## config.mk

```make
export PLATFORM = sky130hd
export DESIGN_NAME = fc_mac_accum
export DESIGN_NICKNAME = d
export VERILOG_FILES = /design/src/rtl/fc_pkg.sv /design/src/rtl/fc_mul_stage.sv /design/src/rtl/fc_mac_accum.sv
export SDC_FILE = /design/constraint.sdc
export NUM_CORES = 1
export LEC_CHECK = 0
export CAP_MARGIN = 40
export CORE_ASPECT_RATIO = 1.4
export CORE_UTILIZATION = 45
export CTS_BUF_LIST = sky130_fd_sc_hd__clkbuf_8 sky130_fd_sc_hd__clkbuf_16
export CTS_CLUSTER_DIAMETER = 80
export DETAILED_ROUTE_END_ITERATION = 16
export PLACE_DENSITY = 0.74
export SLEW_MARGIN = 20
export SYNTH_ARGS = -nofsm -noshare
export SYNTH_HDL_FRONTEND = slang
export SYNTH_SLANG_ARGS = --single-unit
```

## constraint.sdc

```tcl
create_clock -name clk -period 5.1 [get_ports clk]
set_clock_uncertainty 0.15 [all_clocks]
set_input_delay 0.51 -clock clk [delete_from_list [all_inputs] [get_ports clk]]
set_output_delay 0.51 -clock clk [all_outputs]
set_load 0.01 [all_outputs]
```

## src/rtl/fc_pkg.sv

```systemverilog
// Shared constants and types for the fully-connected datapath
// (MAC accumulator and the downstream requantization stage).
package fc_pkg;

    localparam int ACC_W  = 32;
    localparam int DATA_W = 8;
    localparam int PROD_W = 2 * DATA_W;

    typedef enum logic [1:0] {
        IDLE,
        ACCUM,
        DRAIN,
        OUT
    } fc_mac_state_t;

    // Requantization constants, imported by the int8 requant stage.
    localparam logic signed [31:0] REQ_MULT       = 32'sd1073741824;
    localparam int                 REQ_SHIFT      = 8;
    localparam logic signed [7:0]  REQ_ZERO_POINT = 8'sd0;

    function automatic logic [ACC_W-1:0] sext_prod(input logic [PROD_W-1:0] p);
        return {{(ACC_W-PROD_W){p[PROD_W-1]}}, p};
    endfunction

endpackage

```

## src/rtl/fc_mul_stage.sv

```systemverilog
// Registered signed 8x8->16 multiplier with valid pass-through and
// synchronous clear.
module fc_mul_stage
    import fc_pkg::*;
(
    input  logic                     clk,
    input  logic                     clr,
    input  logic                     in_valid,
    input  logic signed [DATA_W-1:0] act,
    input  logic signed [DATA_W-1:0] wgt,
    output logic signed [PROD_W-1:0] prod,
    output logic                     prod_valid
);

    always_ff @(posedge clk) begin
        if (clr) begin
            prod       <= '0;
            prod_valid <= 1'b0;
        end else begin
            prod_valid <= in_valid;
            if (in_valid)
                prod <= act * wgt;
        end
    end

endmodule

```

## src/rtl/fc_mac_accum.sv

```systemverilog
// FC multiply-accumulate: bias + sum(act*wgt) over IN_LEN beats, result
// presented on a valid/ready output.
module fc_mac_accum
    import fc_pkg::*;
#(
    parameter int IN_LEN = 64
) (
    input  logic              clk,
    input  logic              rst,
    input  logic              start,
    input  logic [ACC_W-1:0]  bias,
    input  logic              in_valid,
    output logic              in_ready,
    input  logic [DATA_W-1:0] act_in,
    input  logic [DATA_W-1:0] wgt_in,
    output logic [ACC_W-1:0]  acc_out,
    output logic              acc_valid,
    input  logic              acc_ready,
    output logic              busy
);

    localparam int              CNT_W     = $clog2(IN_LEN + 1);
    localparam logic [CNT_W-1:0] LAST_BEAT = CNT_W'(IN_LEN - 1);

    fc_mac_state_t     state, state_nxt;
    logic [CNT_W-1:0]  cnt;
    logic [ACC_W-1:0]  acc;
    logic [ACC_W-1:0]  acc_sum;
    logic [PROD_W-1:0] prod;
    logic              prod_valid;
    logic              beat;

    assign in_ready  = (state == ACCUM);
    assign acc_valid = (state == OUT);
    assign busy      = (state != IDLE);
    assign beat      = in_valid && (state == ACCUM);
    assign acc_sum   = acc + (prod_valid ? sext_prod(prod) : '0);

    fc_mul_stage u_mul (
        .clk        (clk),
        .clr        (rst),
        .in_valid   (beat),
        .act        (act_in),
        .wgt        (wgt_in),
        .prod       (prod),
        .prod_valid (prod_valid)
    );

    always_ff @(posedge clk) begin
        if (rst) state <= IDLE;
        else     state <= state_nxt;
    end

    always_comb begin
        state_nxt = state;
        case (state)
            IDLE:    if (start) state_nxt = ACCUM;
            ACCUM:   if (beat && cnt == LAST_BEAT) state_nxt = DRAIN;
            DRAIN:   state_nxt = OUT;
            OUT:     if (acc_ready) state_nxt = IDLE;
            default: state_nxt = IDLE;
        endcase
    end

    // acc_out is only loaded leaving DRAIN so it holds through IDLE
    // while acc is reloaded with the next bias.
    always_ff @(posedge clk) begin
        if (rst) begin
            acc     <= '0;
            cnt     <= '0;
            acc_out <= '0;
        end else begin
            case (state)
                IDLE: if (start) begin
                    acc <= bias;
                    cnt <= '0;
                end
                ACCUM: begin
                    acc <= acc_sum;
                    if (beat) cnt <= cnt + 1'b1;
                end
                DRAIN: begin
                    acc     <= acc_sum;
                    acc_out <= acc_sum;
                end
                default: ;
            endcase
        end
    end

endmodule

```

==> results of run 1 <==
-- metal layers --
layer  part of all wire [%]  wire, um  vias up  global-route usage (%)
met1                     43      7460     3089                    23.1
met2                     52      9090      109                    40.1
li1                       -         -     3342                       -
met4                    2.4       414        0                    7.39
met3                    2.4       420       32                    1.95
met5                      0         0        -                       0
-- worst min-delay path by stage --
| stage | endpoint | slack, ns | depth (start not counted) |
|---|---|---|---|
| after floorplan | u_mul.prod[13]$_SDFFE_PP0P_ | 0.28 | 2 |
| after global placement | u_mul.prod[9]$_SDFFE_PP0P_ | 0.29 | 2 |
| after detailed placement | u_mul.prod[7]$_SDFFE_PP0P_ | 0.29 | 2 |
| after CTS | u_mul.prod[13]$_SDFFE_PP0P_ | 0.30 | 2 |
| after global routing | u_mul.prod[3]$_SDFFE_PP0P_ | 0.33 | 2 |
| final | u_mul.prod[13]$_SDFFE_PP0P_ | 0.30 | 2 |
-- sequential cells by signal, summed over array words and instances, names as in the netlist --
signal and cells:
cnt 7, u_mul.prod_valid 1, acc 32, u_mul.prod 16, state 2, acc_out 32
-- cells by family (layout without fill, tap and decap cells) --
kind of cell | after synthesis | in the layout | share of synthesized area (%)
buffers and inverters | 139 | 248 | 6.72
multiplexers | 57 | 57 | 7.34
XOR/XNOR | 41 | 41 | 4.59
flip-flops | 90 | 90 | 23.0
AO/OA/AOI/OAI | 199 | 199 | 16.5
AND/OR/NAND/NOR | 276 | 276 | 16.9
adder cells (fa/ha/maj) | 122 | 122 | 24.9
-- metrics by stage --
stage	utilization (%)	instance area [um2]	worst slack, ns	power [mW]	hold WS, ns
after global placement	54.1	9140	-0.201	3.50	0.287
after global routing	56.5	9550	0.0129	4.79	0.326
after floorplan	-	7820	0.446	2.87	0.277
after CTS	56.4	9520	0.0694	4.38	0.300
final	56.5	9550	0.278	4.38	0.297
after detailed placement	54.3	9170	-0.282	3.59	0.293
-- cells in the mapped netlist, drive strengths merged (8+ instances only) --
master,instances,area share [%]
clkbuf,27,1.3
nor2,86,4.1
a31oi,8,0.64
xnor2,28,3.1
nor2b,10,0.80
mux2i,54,6.9
nor3,13,0.83
dfxtp,90,23
a211oi,23,2.3
a21o,16,1.5
xor2,13,1.5
nand3,12,0.77
inv,104,5.0
nand2,70,3.4
a21oi,64,4.1
fa,56,14
o21ai,43,2.8
ha,66,11
and2,62,5.0
-- what timing repair did --
action,in CTS,in global routing
resized for setup,0,11
setup endpoints to repair,0,6
endpoints found under the hold margin,0,0
-- power breakdown --
group	leakage [nW]	switching [mW]	internal [mW]
Sequential	0.735	0.103	0.889
Clock	0.173	0.274	0.504
Combinational	3.33	1.43	1.18
-- worst register-to-register path: stages (launching register included) --
cell and delay [ns]:
dfxtp_1 0.57, and2_1 0.19, ha_1 0.19, inv_1 0.06, fa_1 0.39, nand2b_1 0.20, a21o_1 0.22, a211oi_2 0.38
o2111ai_1 0.21, nor2b_1 0.18, a211o_1 0.32, o21ai_2 0.24, xnor2_1 0.11, a2111oi_2 0.35
-- cell type report --
cell class	instances	area, um2	area share [%]
Sequential cell	90	1800	18.9
Tap cell	232	290	3.04
Timing Repair Buffer	127	1190	12.4
Clock inverter	5	101	1.06
Clock buffer	11	253	2.65
Multi-Input combinational cell	695	5520	57.8
Inverter	105	394	4.13
-- layout by cell type, fill, tap and decap left out, types with 4 or more instances in the layout --
| master | instances |
|---|---|
| dfxtp_1 | 90 |
| nor3_1 | 13 |
| nand4_1 | 6 |
| clkdlybuf4s50_1 | 83 |
| clkbuf_16 | 9 |
| a21oi_1 | 63 |
| xnor2_1 | 28 |
| nor2_1 | 86 |
| o21a_1 | 6 |
| a21o_1 | 16 |
| inv_1 | 105 |
| a211oi_1 | 22 |
| ha_1 | 64 |
| or3_1 | 4 |
| and2_1 | 61 |
| mux2i_1 | 54 |
| buf_4 | 39 |
| o21ai_0 | 37 |
| a2111oi_0 | 5 |
| nand3_1 | 12 |
| nor2b_1 | 10 |
| o211ai_1 | 4 |
| a31oi_1 | 8 |
| o21bai_1 | 7 |
| nand2_1 | 69 |
| o21ai_1 | 5 |
| xor2_1 | 13 |
| fa_1 | 56 |
==> run metrics, run 1 <==
htree depth 3; Peak VDD IR 213 uV; critical path class input port to flop; Critical Path RT 5.22 ns; RR Startpoint u_mul.prod_valid$_SDFF_PP0_; DR WL/cell between 10 and 15 um; clock root buffer clkbuf_16; Final HPWL DP 13800 um; ys async rst share 0%; Pleak between 4 and 5 nW; nets@finish 1203; Hold Path Class flop to flop; Hold Startpoint u_mul.prod[13]$_SDFFE_PP0P_; Setup Viol. Count Final 0; clock insertion delay at the later pin of the skew report 0.34 ns; clk buf depth 2; # DRC 0; final hold violation count 0; PortBufs 87; fmax 207 MHz; CP max stage cell fa_1; library cells used by synthesis 60; syn_nets 1099; status finished clean; Slew @ Worst Pin 0.797 ns; Worst slew margin between 40% and 50%; Die Y 158 um; Core ar. 0.0169 mm2; Sink Count 90; P&R area growth vs syn 22.0%; Syn Inst Count 924; pin count of the biggest net entering global routing 70; Pins Over Slew Limit 0; Final Critical Period 4.82 ns; Ant. Diodes 0; fillcell total 1548; Core Rows 56; post-route insts no fill between 1k and 1.5k; vias in the first global route 6624; initial antenna violation count 0; via count ~6.6k; setup TNS 0 ns; Levels on crit path 18; syn_area_per_cell 8.47 um2; reg2reg end acc[28]$_SDFFE_PP0P_; fraction of layout cells with a size suffix above 1 approximately 7.0%; final wirelength 17400 um; ANT nets after route 0; Top FF cell, synth dfxtp_1; clock slew at reported path FFs 0.06 ns; Post-CTS Setup Inserts 0; pwr/cell area between 400 and 500 mW/mm2; Initial DRC Count 280; Post-synth EDFFs 0; Die X-Extent 113 um; Register-to-Register Path Depth 13; Total GRT Usage 20.6%; Via density 5.20; RSZ-0062 raised after global routing no; crit-path cells clkdlybuf4s50_1, and2_1, fa_1, inv_1, fa_1, inv_1, fa_1, inv_1, fa_1, inv_1, ha_1, and2_1, o21ai_0, o21ai_1, o41ai_2, xnor2_1, nand2_1, a21oi_1; cell area after synthesis approximately 0.008 mm2; CP top delay family adder cells; Top-Level Pins 88; CTS tree built; CP Capture Type flop; Yosys reg bits 90; detailed-router iteration count before antenna repair 4; Congestion Overflow GR 0; RePlAce Congestion 0.879; CP Capture Point u_mul.prod[15]$_SDFFE_PP0P_; R2R Setup Slk 1.24 ns; placed cell count between 1k and 1.5k; hold_buf cts 0; sequential area share after synthesis 23.0%; CTS buffer count 9; Final period util 94.5%; Initial Util between 40% and 50%; CP max stage delay 0.54 ns; Worst EP arrival 4.94 ns; kind of start point of the critical path input port; critical path peak fanout 6; wire length of the first global-routing pass 30100 um; WP buf/inv 5; MaxCap Viol Count 0; DIE AREA roughly 0.018 mm2; Worst Setup SP act_in[7]; Yosys warnings 0
Power figures use the tool's default switching activity.
==> inputs of run 2 (changes only) <==
Settings changed: CAP_MARGIN 40 to 10, CORE_UTILIZATION 45 to 50, CTS_CLUSTER_DIAMETER 80 to not set, PLACE_DENSITY 0.74 to 0.8.
==> run 2 against run 1 <==
Compared with the run above: worst setup slack lost 0.095 ns; clock-buffer cell count shrank 1; core utilization grew 6.1 points; clock power shrank 21%; maximum frequency shrank 1.9%; total power shrank 3.9%; hold slack is essentially flat; sequential power grew 0.4%.
==> run metrics, run 2 (same netlist as run 1, synthesis figures left out) <==
Post-CTS Setup Inserts 0 (unchanged); Congestion Overflow GR 0 (unchanged); Setup Viol. Count Final 0 (unchanged); Die Y 150 um (was 158 um); via count 6637 (was 6572); Hold Startpoint u_mul.prod[7]$_SDFFE_PP0P_ (was u_mul.prod[13]$_SDFFE_PP0P_); fin util 62.6% (was 56.5%); fin worst setup slack 0.184 ns (was 0.278 ns); DR WL/cell 14.4 um (was 13.7 um); Pins Over Slew Limit 0 (unchanged); PortBufs 87 (unchanged); # DRC 0 (unchanged); Top-Level Pins 88 (unchanged); Hold WS 0.296 ns (was 0.297 ns); Critical Path RT 5.22 ns (about the same); clock root buffer clkbuf_16 (unchanged); most frequent cells in the layout 106 x inv_1, 90 x dfxtp_1, 86 x nor2_1 (was 105 x inv_1, 90 x dfxtp_1, 86 x nor2_1); htree depth 3 (unchanged); total power 4.21 mW (was 4.38 mW); fmax 203 MHz (was 207 MHz); vias in the first global route 6655 (was 6624); final hold violation count 0 (unchanged); CP Capture Type flop (unchanged); detailed-router iteration count before antenna repair 6 (was 4); ANT nets after route 0 (unchanged); Core ar. 0.0151 mm2 (was 0.0169 mm2); critical path class input port to flop (unchanged); clk buf depth 2 (unchanged); Final period util 96.4% (was 94.5%); initial antenna violation count 0 (unchanged); Initial DRC Count 252 (was 280); Initial Util 51.7% (was 46.3%); Worst slew margin 33.4% (was 46.5%); setup TNS 0 ns (unchanged); clock insertion delay at the later pin of the skew report 0.35 ns (was 0.34 ns); hold_buf cts 0 (unchanged); Pleak 4.31 nW (was 4.24 nW); Peak VDD IR 269 uV (was 213 uV); CTS buffer count 9 (unchanged); Post-Layout Inst Area 0.00946 mm2 (was 0.00955 mm2); P&R area growth vs syn 21.0% (was 22.0%); Final Critical Period 4.92 ns (was 4.82 ns); fraction of layout cells with a size suffix above 1 7.53% (was 6.97%); CTS tree built (unchanged); RePlAce Congestion 0.897 (was 0.879); Slew @ Worst Pin 0.972 ns (was 0.797 ns); status finished clean (unchanged); Worst Setup SP wgt_in[0] (was act_in[7]); Die X-Extent 108 um (was 113 um); nets@finish 1206 (was 1203); post-route insts no fill 1228 (was 1265); pwr/cell area 445 mW/mm2 (was 459 mW/mm2); Worst EP arrival 5.04 ns (was 4.94 ns); wire length of the first global-routing pass 29800 um (was 30100 um); MaxCap Viol Count 0 (unchanged); Final HPWL DP 14100 um (was 13800 um); clock slew at reported path FFs 0.06 ns (about the same); final wirelength 17700 um (was 17400 um); Hold Path Class flop to flop (unchanged); placed cell count 1212 (was 1249); leading cell type in the layout, fill and taps excluded inv_1 (unchanged); Sink Count 90 (unchanged); Ant. Diodes 0 (unchanged); RR Startpoint u_mul.prod_valid$_SDFF_PP0_ (unchanged); Total GRT Usage 23.0% (was 20.6%); DIE AREA 0.0162 mm2 (was 0.0179 mm2); pre-CTS setup slack -0.366 ns (was -0.282 ns); kind of start point of the critical path input port (unchanged); Core Rows 53 (was 56); pin count of the biggest net entering global routing 70 (unchanged); critical path peak fanout 3 (was 6); biggest regs acc: 32 flops, acc_out: 32 flops, u_mul.prod: 16 flops (unchanged); Post-DP Area 0.00913 mm2 (was 0.00917 mm2); Via density 5.40 (was 5.20)
==> run 2: per-layer routing <==
metal	wire length, um	global-route usage (%)	vias up	share of wire, %
li1	-	-	3345	-
met1	7400	25.6	3153	42
met2	9320	43.4	108	53
met3	475	3.01	31	2.7
met4	461	9.25	0	2.6
met5	0	0	-	0
==> run 2: worst paths after layout <==
check / end / slack (ns) / cells past startpoint
setup / recovery: u_mul.prod[15]$_SDFFE_PP0P_ / 0.18 / 19
hold / removal: u_mul.prod[7]$_SDFFE_PP0P_ / 0.30 / 2
setup reg to reg: acc[28]$_SDFFE_PP0P_ / 1.36 / 13
hold reg to reg: u_mul.prod[7]$_SDFFE_PP0P_ / 0.30 / 2
==> run 2: cell type report <==
cell class / count / area (um2)
Tap cell: 192 / 240
Multi-Input combinational cell: 695 / 5530
Sequential cell: 90 / 1800
Timing Repair Buffer: 130 / 1220
Inverter: 105 / 394
Fill cell: 1310 / 5660
Clock buffer: 10 / 239
Clock inverter: 6 / 35.0
==> run 2: what timing repair did <==
| action | CTS | global route |
|---|---|---|
| setup endpoints to repair | 1 | 5 |
| resized for setup | 1 | 25 |
| pin swaps | 0 | 5 |
| gates cloned | 0 | 0 |
==> run 2: power breakdown <==
| part | switching, mW | leakage [nW] | internal [mW] |
|---|---|---|---|
| Combinational | 1.45 | 3.44 | 1.16 |
| Clock | 0.271 | 0.133 | 0.339 |
| Sequential | 0.107 | 0.735 | 0.889 |
==> run 2: critical path: stages <==
cell and delay [ns]:
clkdlybuf4s50_1 0.47, and2_4 0.20, fa_1 0.52, inv_1 0.06
fa_1 0.49, inv_1 0.05, fa_1 0.47, inv_1 0.05
fa_1 0.53, inv_1 0.04, ha_1 0.31, inv_1 0.06
o21ai_0 0.11, a31oi_1 0.26, o21ai_2 0.11, o41ai_2 0.35
xnor2_1 0.18, nand2_1 0.10, a21oi_2 0.17
==> inputs of run 3 (changes only) <==
Settings changed: ABC_AREA set to 1, PLACE_DENSITY 0.8 to 0.79.
==> run 3 against run 2 <==
Compared with the run above: first-iteration DRC count rose by 86%; sequential power rose by 12%; combinational power rose by 15%; critical endpoint unchanged; largest cell class unchanged; area after synthesis rose by 14%; synthesized cell count up 52%; clock-buffer cell count shrank 1; largest power group unchanged; via count is 26% higher; worst setup slack improved by 0.16 ns; non-clock buffer count down 19; sequential cell count did not move; wire length increased by 22%; die area increased by 14%.
==> run metrics, run 3 <==
Top-Level Pins 88 (unchanged); cell area after synthesis 0.00895 mm2 (was 0.00782 mm2); crit-path cells clkdlybuf4s50_1, nand2_1, inv_1, fa_1, inv_1, fa_1, inv_1, fa_1, inv_1, fa_1, inv_1, ha_1, nand2_1, nor3_1, nand3_1, nand4_1, a21oi_1, o21ai_0, inv_1 (was clkdlybuf4s50_1, and2_4, fa_1, inv_1, fa_1, inv_1, fa_1, inv_1, fa_1, inv_1, ha_1, inv_1, o21ai_0, a31oi_1, o21ai_2, o41ai_2, xnor2_1, nand2_1, a21oi_2); initial antenna violation count 0 (unchanged); Worst EP arrival 4.85 ns (was 5.04 ns); setup TNS 0 ns (unchanged); Core ar. 0.0174 mm2 (was 0.0151 mm2); Via density 4.86 (was 5.40); R2R Setup Slk 1.98 ns (was 1.36 ns); leading cell type in the layout, fill and taps excluded nand2_1 (was inv_1); Die X-Extent 115 um (was 108 um); CP top delay family adder cells (unchanged); Die Y 160 um (was 150 um); detailed-router iteration count before antenna repair 6 (unchanged); DR WL/cell 12.5 um (was 14.4 um); power share of the clock group 14.1% (was 14.5%); Seq pwr share 23.3% (was 23.7%); critical path class input port to flop (unchanged); Total GRT Usage 25.0% (was 23.0%); critical path peak fanout 8 (was 3); cell internal pwr 2.50 mW (was 2.39 mW); synth top area cells dfxtp_1 20%, nand2_1 15%, inv_1 14% (was dfxtp_1 23%, fa_1 14%, ha_1 11%); final wirelength 21600 um (was 17700 um); DIE AREA 0.0184 mm2 (was 0.0162 mm2); CP Capture Type flop (unchanged); Pins Over Slew Limit 0 (unchanged); # DRC 0 (unchanged); Initial DRC Count 468 (was 252); pwr/cell area 461 mW/mm2 (was 445 mW/mm2); Final Critical Period 4.76 ns (was 4.92 ns); hold_buf cts 0 (unchanged); biggest regs acc: 32 flops, acc_out: 32 flops, u_mul.prod: 16 flops (unchanged); switching power 2.30 mW (was 1.82 mW); fraction of layout cells with a size suffix above 1 6.12% (was 7.53%); Pleak 5.87 nW (was 4.31 nW); Crit path top cell by count inv_1 (unchanged); Final HPWL DP 17400 um (was 14100 um); Setup Viol. Count Final 0 (unchanged); PortBufs 87 (unchanged); CP max stage delay 0.57 ns (was 0.53 ns); Initial Util 51.4% (was 51.7%); syn_nets 1584 (was 1099); clock root buffer clkbuf_16 (unchanged); clk buf depth 2 (unchanged); Final period util 93.3% (was 96.4%); Post-CTS Setup Inserts 0 (unchanged); nets@finish 1657 (was 1206); Congestion Overflow GR 0 (unchanged); CTS tree built (unchanged); top post-synthesis cells by count 365 x nand2_1, 326 x inv_1, 133 x nor2_1 (was 104 x inv_1, 90 x dfxtp_1, 86 x nor2_1); ANT nets after route 0 (unchanged); CP max stage cell clkdlybuf4s50_1 (was fa_1); pin count of the biggest net entering global routing 54 (was 70); Post-Layout Inst Area 0.0104 mm2 (was 0.00946 mm2); status finished clean (unchanged); fillcell total 1683 (was 1310); syn_area_per_cell 6.35 um2 (was 8.47 um2); fin util 59.8% (was 62.6%); Core Rows 57 (was 53); vias in the first global route 8364 (was 6655); final hold violation count 0 (unchanged); Syn Inst Count 1409 (was 924); htree depth 3 (unchanged); wire length of the first global-routing pass 37000 um (was 29800 um); Slew @ Worst Pin 0.612 ns (was 0.972 ns); sequential area share after synthesis 20.1% (was 23.0%); Sw Share 48.0% (was 43.3%); Peak VDD IR 306 uV (was 269 uV); most frequent cells in the layout 365 x nand2_1, 326 x inv_1, 133 x nor2_1 (was 106 x inv_1, 90 x dfxtp_1, 86 x nor2_1); CTS buffer count 9 (unchanged); library cells used by synthesis 37 (was 60); Top FF cell, synth dfxtp_1 (unchanged); Post-DP Area 0.0101 mm2 (was 0.00913 mm2); top cell type's share of synthesized area 20.1% (was 23.0%); RSZ-0062 raised after global routing no; Post-synth EDFFs 0 (unchanged); clock slew at reported path FFs 0.07 ns (was 0.06 ns); via count 8374 (was 6637); total power 4.80 mW (was 4.21 mW); WP buf/inv 7 (was 6); Hold Path Class flop to flop (unchanged); P&R area growth vs syn 16.4% (was 21.0%); Yosys reg bits 90 (unchanged); fmax 210 MHz (was 203 MHz); most frequent cell after synthesis nand2_1 (was inv_1); clock insertion delay at the later pin of the skew report 0.35 ns (about the same); Sink Count 90 (unchanged); Hold WS 0.322 ns (was 0.296 ns); Worst slew margin 59.2% (was 33.4%); kind of start point of the critical path input port (unchanged); ys async rst share 0% (unchanged); Combinational Power Share 62.6% (was 61.9%); Critical Path RT 5.19 ns (was 5.22 ns); Post-CTS Resized 0 (was 1); RePlAce Congestion 0.926 (was 0.897); Ant. Diodes 0 (unchanged); Yosys warnings 0 (unchanged); Yosys top cell by area dfxtp_1 (unchanged); MaxCap Viol Count 0 (unchanged)
## run 3: area by class of cell
cell class | instances | area (um2) | share of cell area (%)
flip-flops and latches | 90 | 1800 | 17.3
inverters | 337 | 1260 | 12.2
clock inverters | 7 | 77.6 | 0.745
clock buffers | 9 | 225 | 2.16
multi-input cells | 933 | 5700 | 54.7
repair buffers | 111 | 1050 | 10.0
well taps | 236 | 295 | 2.84
## run 3: path summary, 6_finish.rpt
| path | startpoint | endpoint | cells past startpoint |
|---|---|---|---|
| min reg2reg | acc[10]$_SDFFE_PP0P_ | acc[10]$_SDFFE_PP0P_ | 2 |
| max | wgt_in[4] | u_mul.prod[15]$_SDFFE_PP0P_ | 19 |
| min | acc[10]$_SDFFE_PP0P_ | acc[10]$_SDFFE_PP0P_ | 2 |
| max reg2reg | u_mul.prod_valid$_SDFF_PP0_ | acc[26]$_SDFFE_PP0P_ | 13 |
## run 3: worst register-to-register path, delay by kind of cell (launching register included)
| kind | cells | cell delay, ns |
|---|---|---|
| AO/OA/AOI/OAI | 1 | 0.06 |
| adder cells (fa/ha/maj) | 1 | 0.36 |
| flip-flops | 1 | 0.63 |
| buffers and inverters | 2 | 0.53 |
| AND/OR/NAND/NOR | 9 | 1.25 |
## run 3: metrics by stage
step | cells | setup WS [ns]
after global placement | 1707 | 0.0476
after floorplan | 1409 | 0.469
after detailed placement | 1707 | -0.0322
after global routing | 1723 | 0.0227
final | 1723 | 0.341
after CTS | 1723 | 0.332
## run 3: logic make-up after synthesis
family / after synthesis / share of synthesized area [%]
AND/OR/NAND/NOR: 623 / 28.7
XOR/XNOR: 28 / 2.74
buffers and inverters: 386 / 16.3
adder cells (fa/ha/maj): 122 / 21.8
flip-flops: 90 / 20.1
AO/OA/AOI/OAI: 160 / 10.4
## run 3: power by group through the flow
| stage | Sequential (mW) | Combinational [mW] | Clock, mW |
|---|---|---|---|
| 6_report | 1.12 | 3.00 | 0.678 |
| 5_1_grt | 1.14 | 3.42 | 0.716 |
| 4_1_cts | 1.11 | 3.02 | 0.690 |
| 3_5_place_dp | 1.13 | 3.00 | 0 |
| 3_3_place_gp | 1.12 | 2.93 | 0 |
| 2_1_floorplan | 1.12 | 2.18 | 0 |
## run 3: metal layers
layer  part of all wire (%)  GRT usage, %
met3                    2.7          2.54
met1                     40          26.5
met4                    3.1          9.56
met2                     54          49.2
met5                      0             0
